`src/rtl/usb_rx_bit_sampler.sv`:
```
// USB receive bit sampler: recovers bit timing from D+ transitions, NRZI-decodes
// the sampled line, removes stuffed zeros and flags SE0 and stuffing violations.
module usb_rx_bit_sampler #(
    parameter int unsigned CLKS_PER_BIT = 8,
    parameter int unsigned SAMPLE_PT    = 3,
    parameter int unsigned STUFF_LEN    = 6
) (
    input  logic clk,
    input  logic n_rst,
    input  logic rcving,
    input  logic d_plus,
    input  logic d_minus,
    output logic shift_enable,
    output logic d_orig,
    output logic eop,
    output logic bit_stuff_err
);

    localparam int unsigned CNT_W  = (CLKS_PER_BIT > 1) ? $clog2(CLKS_PER_BIT) : 1;
    localparam int unsigned ONES_W = 3;

    localparam logic [CNT_W-1:0]  CNT_MAX = CNT_W'(CLKS_PER_BIT - 1);
    localparam logic [CNT_W-1:0]  CNT_SMP = CNT_W'(SAMPLE_PT);
    localparam logic [ONES_W-1:0] STUFF_N = ONES_W'(STUFF_LEN);

    logic [CNT_W-1:0]  cnt_q, cnt_d;
    logic [ONES_W-1:0] ones_q, ones_d;
    logic              last_q, last_d;
    logic              dp_prev_q;
    logic              se_q, se_d;
    logic              dorig_q, dorig_d;
    logic              eop_q, eop_d;
    logic              err_q, err_d;

    logic line_edge_c;
    logic strobe_c;
    logic se0_c;
    logic bit_c;

    // Line observation: a D+ transition resynchronises the phase and wins over the strobe.
    always_comb begin
        line_edge_c = rcving && (d_plus != dp_prev_q);
        strobe_c    = rcving && !line_edge_c && (cnt_q == CNT_SMP);
        se0_c       = !d_plus && !d_minus;
        bit_c       = (d_plus == last_q);
    end

    always_comb begin
        cnt_d   = cnt_q;
        ones_d  = ones_q;
        last_d  = last_q;
        se_d    = 1'b0;
        dorig_d = dorig_q;
        eop_d   = 1'b0;
        err_d   = 1'b0;

        if (!rcving) begin
            cnt_d   = '0;
            ones_d  = '0;
            last_d  = 1'b1;
            dorig_d = 1'b1;
        end else begin
            if (line_edge_c || (cnt_q == CNT_MAX)) begin
                cnt_d = '0;
            end else begin
                cnt_d = cnt_q + CNT_W'(1);
            end

            if (strobe_c) begin
                if (se0_c) begin
                    eop_d  = 1'b1;
                    ones_d = '0;
                    last_d = 1'b1;
                end else begin
                    last_d = d_plus;
                    if (ones_q < STUFF_N) begin
                        se_d    = 1'b1;
                        dorig_d = bit_c;
                        ones_d  = bit_c ? (ones_q + ONES_W'(1)) : '0;
                    end else begin
                        // A full run of ones: a zero here is stuffing, a one is a violation.
                        err_d  = bit_c;
                        ones_d = '0;
                    end
                end
            end
        end
    end

    always_ff @(posedge clk) begin
        if (!n_rst) begin
            cnt_q     <= '0;
            ones_q    <= '0;
            last_q    <= 1'b1;
            dp_prev_q <= 1'b1;
            se_q      <= 1'b0;
            dorig_q   <= 1'b1;
            eop_q     <= 1'b0;
            err_q     <= 1'b0;
        end else begin
            cnt_q     <= cnt_d;
            ones_q    <= ones_d;
            last_q    <= last_d;
            dp_prev_q <= d_plus;
            se_q      <= se_d;
            dorig_q   <= dorig_d;
            eop_q     <= eop_d;
            err_q     <= err_d;
        end
    end

    assign shift_enable  = se_q;
    assign d_orig        = dorig_q;
    assign eop           = eop_q;
    assign bit_stuff_err = err_q;

endmodule

```
`config.mk`:
```
export PLATFORM = sky130hd
export DESIGN_NAME = usb_rx_bit_sampler
export DESIGN_NICKNAME = d
export VERILOG_FILES = /design/src/rtl/usb_rx_bit_sampler.sv
export SDC_FILE = /design/constraint.sdc
export NUM_CORES = 1
export LEC_CHECK = 0
export ABC_AREA = 0
export ABC_CLOCK_PERIOD_IN_PS = 4400
export BUFFER_PORTS_ARGS = -buffer_cell sky130_fd_sc_hd__buf_2
export CAP_MARGIN = 20
export CORE_AREA = 4 4 41 43
export CTS_CLUSTER_DIAMETER = 30
export DETAILED_ROUTE_END_ITERATION = 12
export DIE_AREA = 0 0 45 47
export GPL_TIMING_DRIVEN = 0
export PLACE_DENSITY = 0.58
export SETUP_SLACK_MARGIN = 0.02
export SYNTH_ARGS = -nofsm -noshare
export SYNTH_HDL_FRONTEND = slang
export SYNTH_SLANG_ARGS = --single-unit
export TNS_END_PERCENT = 20
```
`constraint.sdc`:
```
create_clock -name clk -period 4.4 [get_ports clk]
set_clock_uncertainty 0.1 [all_clocks]
set_input_delay 0.22 -clock clk [delete_from_list [all_inputs] [get_ports clk]]
set_output_delay 0.22 -clock clk [all_outputs]
set_load 0.005 [all_outputs]
```
# Word-level counts from Yosys, hierarchy flattened
# Cells that the tools add are included.
[word_totals]
reg_bits = 12
wordCells = 39
input_bits = 5
[op_classes]
mux = 6
n_eq_ne = 4
addsub = 2
n_reduce_logical = 14
n_bitwise = 4
magnitude_cmp = 1
[op_table]
columns = ["cell", "count"]
rows = [
  ["$mux 3", 3],
  ["$add 3x1->3 const B", 2],
  ["$reduce_and 3->1", 2],
  ["$reduce_or 5->1", 1],
  ["$logic_and 1x1->1", 4],
  ["$not 1->1", 4],
  ["$reduce_or 4->1", 1],
  ["$eq 3x2->1 const B", 1],
  ["$eq 3x3->1 const B", 1],
  ["$logic_not 1->1", 3],
  ["$lt 3x3->1 const B", 1],
  ["$mux 1", 3],
  ["$reduce_or 3->1", 1],
  ["$reduce_and 2->1", 1],
  ["$eq 1x1->1", 1],
  ["$logic_or 1x1->1", 1],
  ["$ne 1x1->1", 1],
]

# Logic depth before layout (Yosys ltp)
[logic_depth]
word_depth = 7
ltp_mapped = 5
depth_no_buf = 5

# Least setup slack after synthesis
# No wires, ideal clock.
[synth_path]
path_kind = "register to register"
startpoint = "register cnt_q[0]"
endpoint = "register dorig_q, in the netlist d_orig"
path_slack_ns = 2.879
n_path_buf = 0
path_stages_with_launch = 6
period_less_slack_ns = 1.521
setup_time_ns = 0.120
arrival_time_ns = 1.301
path_cell_list = "dfxtp_1 -> ha_1 -> ha_1 -> and2_1 -> o2111a_2 -> a211o_1"
[synth_via]
elab_chain_cells = 3
[synth_lines]
columns = ["item", "line_no", "rtl"]
rows = [
  ["start: declaration", "26", "logic [CNT_W-1:0] cnt_q, cnt_d;"],
  ["start signal: assignment", "101", "cnt_q <= cnt_d;"],
  ["$eq 3x2->1", "43", "strobe_c = rcving && !line_edge_c && (cnt_q == CNT_SMP);"],
  ["$logic_and 1x1->1", "43", ""],
  ["$reduce_and 3->1 (no source line)", "--", ""],
  ["end signal: assignment", "106", "dorig_q <= dorig_d;"],
  ["end: declaration", "31", "logic dorig_q, dorig_d;"],
]
# Every way passes these cells.
# A chain may end at the register's enable or synchronous reset.

# Worst setup path after layout
# Same ends and word-level chain as after synthesis.

==> results.md <==
- Status: finished, final reports clean
- Synthesis-to-layout area growth: 13.9%
- Row Count: 13
- Main synth FF type: dfxtp_1
- Worst-path clk slew: 70 ps
- Top cell type's share of synthesized area: 43.8%
- Avg Cell Area, Syn: 9.96 µm²
- Lkg Pwr: 0.268 nW
- Crit path max fanout: 5
- Unrepaired setup endpoints after global routing: false
- Class of the worst hold path: in -> reg
- Critical path class: reg -> reg
- PwrDens: 299 mW/mm²
- Synth unique cells: 26
- Post-Syn Instances: 55
- Post-synthesis instance area: 548 µm²
- Tot GR Track Use: 11.6%
- Slew Viols, Final: 0
- Drt drc: 0
- Reg-to-reg startpoint: cnt_q[0]
- Drt initial violations: 4
- Dpl hpwl: 727 µm
- Area contributors post-synth: dfxtp_1 (44%), ha_1 (9.1%), nand2b_1 (4.6%)
- Post-CTS Setup Repair Bufs: 0
- Area leader, netlist: dfxtp_1
- Hold Crit Depth: 2
- Clock tree from TritonCTS: done
- Hold path start: d_plus
- Clock net sink count: 12
- Fillers: 138
- Max IR drop VDD: 159 µV
- GR Util met2: 17.8%
- Reg-to-reg slack, setup: 2770 ps
- Fin util: 48.0%
- Layout cells sized above 1: 23.1%
- Final hold vios: 0
- Worst Path Arrival: 1690 ps
- Initial antenna violation count: 0
- Post-layout net count: 76
- Vias in the first global route: 403
- Met1 Use GR: 12.9%
- Hold buffer count at cts: 0
- Grt total ovfl: 0
- Synth Register Bits: 12
- Max-cap violations: 0
- CORE AREA: 0.00130 mm²
- WL final: 937 µm
- Worst r2r path cells: 5
- Register area share after synthesis: 43.8%
- Slowest stage cell, crit path: dfxtp_1
- Antenna Violating Nets Remaining: 0
- Met3 GRT Util: 5.75%
- DRT Pass-1 Iters: 3
- Post-CTS Resized: 0
- Mapped Nets: 64
- Slew @ Worst Pin: 299 ps
- Port Buffers: 7
- WL/cell: 11.7 µm
- WP buf/inv: 0
- CTS max path bufs: 2
- Clk root buf: clkbuf_4
- Initial Util: 42.1%
- # IOs: 9
- Via count of the routed design: 418
- Worst-path cell chain: ha_1 -> ha_1 -> and2_1 -> o2111a_2 -> a211o_1
- Chip width: 45 µm
- Worst Hold End: eop
- Via density: 5.23
- Post-Route Setup TNS: 0 ps
- Setup violators final: 0
- Worst Setup End Kind: register
- Crit path top cell by count: ha_1
- Busiest grt layer: met2
- Die H: 47 µm
- Die area: 0.00212 mm²
- Worst endpoint required time: 4460 ps
- Ys Warns: 0
- CP max stage delay: 320 ps
- Ys async rst share: 0%
- FF-to-FF End: d_orig
- CP Depth: 5
- Skew-Pair Late Insertion Delay: 260 ps
- Startpoint Class: register
- CP delay by family, top: adder cells
- Max Freq: 613 MHz
- Num CTS Buffers: 3
- Tot Pwr: 187 µW
- Diode count: 0
- CP startpoint: cnt_q[0]
- Routability-driven placement congestion ratio: 0.732
- Number of flops mapped to enable cells by yosys: 0
- CTS H-tree lvls: 1
- Largest net degree at the start of global routing: 10
- Max-slew headroom: 79.9%
- Fin crit period: 1630 ps
- Fin crit share: 37.1%
- First-pass GRT wire length: 1700 µm
[state kept, by name (all words and copies together), names as in the netlist]
signal / flops
bit_stuff_err: 1
d_orig: 1
dp_prev_q: 1
last_q: 1
cnt_q: 3
shift_enable: 1
ones_q: 3
eop: 1
[worst reg2reg max path, delay by kind of cell, from the launching register on]
| kind | cells | cell delay (ps) |
|---|---|---|
| AOI/OAI and AO/OA | 2 | 430 |
| adders and majority gates | 2 | 460 |
| DFF | 1 | 320 |
| and+or+nand+nor | 1 | 220 |
[synth_stat cells, types with 2 or more instances]
cell and instances:
a21oi_1 3, nand2_1 2, ha_1 4, xnor2_1 2, nor2_1 5, dfxtp_1 12, nand2b_1 4, inv_1 4
and2_1 2
[layout by cell type, fill, tap and decap left out, types with 2 or more instances in the layout]
cell      synthesis  routed
nor2_1            5       5
clkbuf_4          0       3
nand2b_1          4       4
inv_1             4       4
buf_2             0       7
and2_1            2       2
nand2_1           2       2
xnor2_1           2       2
dfxtp_1          12      12
ha_1              4       4
a21oi_1           3       3
[worst max path at each step]
stage,to,slack (ps)
2_1_floorplan,d_orig,2880
3_3_place_gp,d_orig,2790
3_5_place_dp,d_orig,2760
4_1_cts,d_orig,2750
5_1_grt,d_orig,2670
6_report,d_orig,2770
[report_power, final]
part | switching, mW | total (mW) | internal (mW)
sequential | 0.00124 | 0.111 | 0.110
combinational | 0.00732 | 0.0132 | 0.00592
clock | 0.0311 | 0.0626 | 0.0316
[area by class of cell]
class / count / area [µm²] / area share, %
timing repair buffer: 7 / 35.0 / 5.61
sequential: 12 / 240 / 38.5
clock buffer: 3 / 22.5 / 3.61
tap: 15 / 18.8 / 3.01
buffer: 1 / 11.3 / 1.80
multi-input combinational: 38 / 282 / 45.1
inverter: 4 / 15.0 / 2.40
[routing by layer]
| layer | vias up | routed length, µm |
|---|---|---|
| met4 | 0 | 9 |
| met2 | 4 | 455 |
| met5 | - | 0 |
| met1 | 194 | 438 |
| met3 | 2 | 33 |
| li1 | 218 | - |
[stage by stage]
stage	setup slack (ps)	hold WS [ps]	instance area [µm²]	std cells
after floorplan	2880	193	548	55
after global placement	2790	314	602	77
after detailed placement	2760	311	602	77
after CTS	2750	44.9	624	80
after global routing	2670	53.9	624	80
final	2770	58.3	624	80
[cell families (layout without fill, tap and decap cells)]
logic type | Yosys count | count (layout) | synth area share [%]
simple gates | 20 | 20 | 21.7
flops | 12 | 12 | 43.8
buf+inv | 5 | 15 | 4.79
xor+xnor | 3 | 3 | 4.80
compound gates | 11 | 11 | 15.8
fa+ha+maj | 4 | 4 | 9.13
Power figures use the tool's default switching activity.
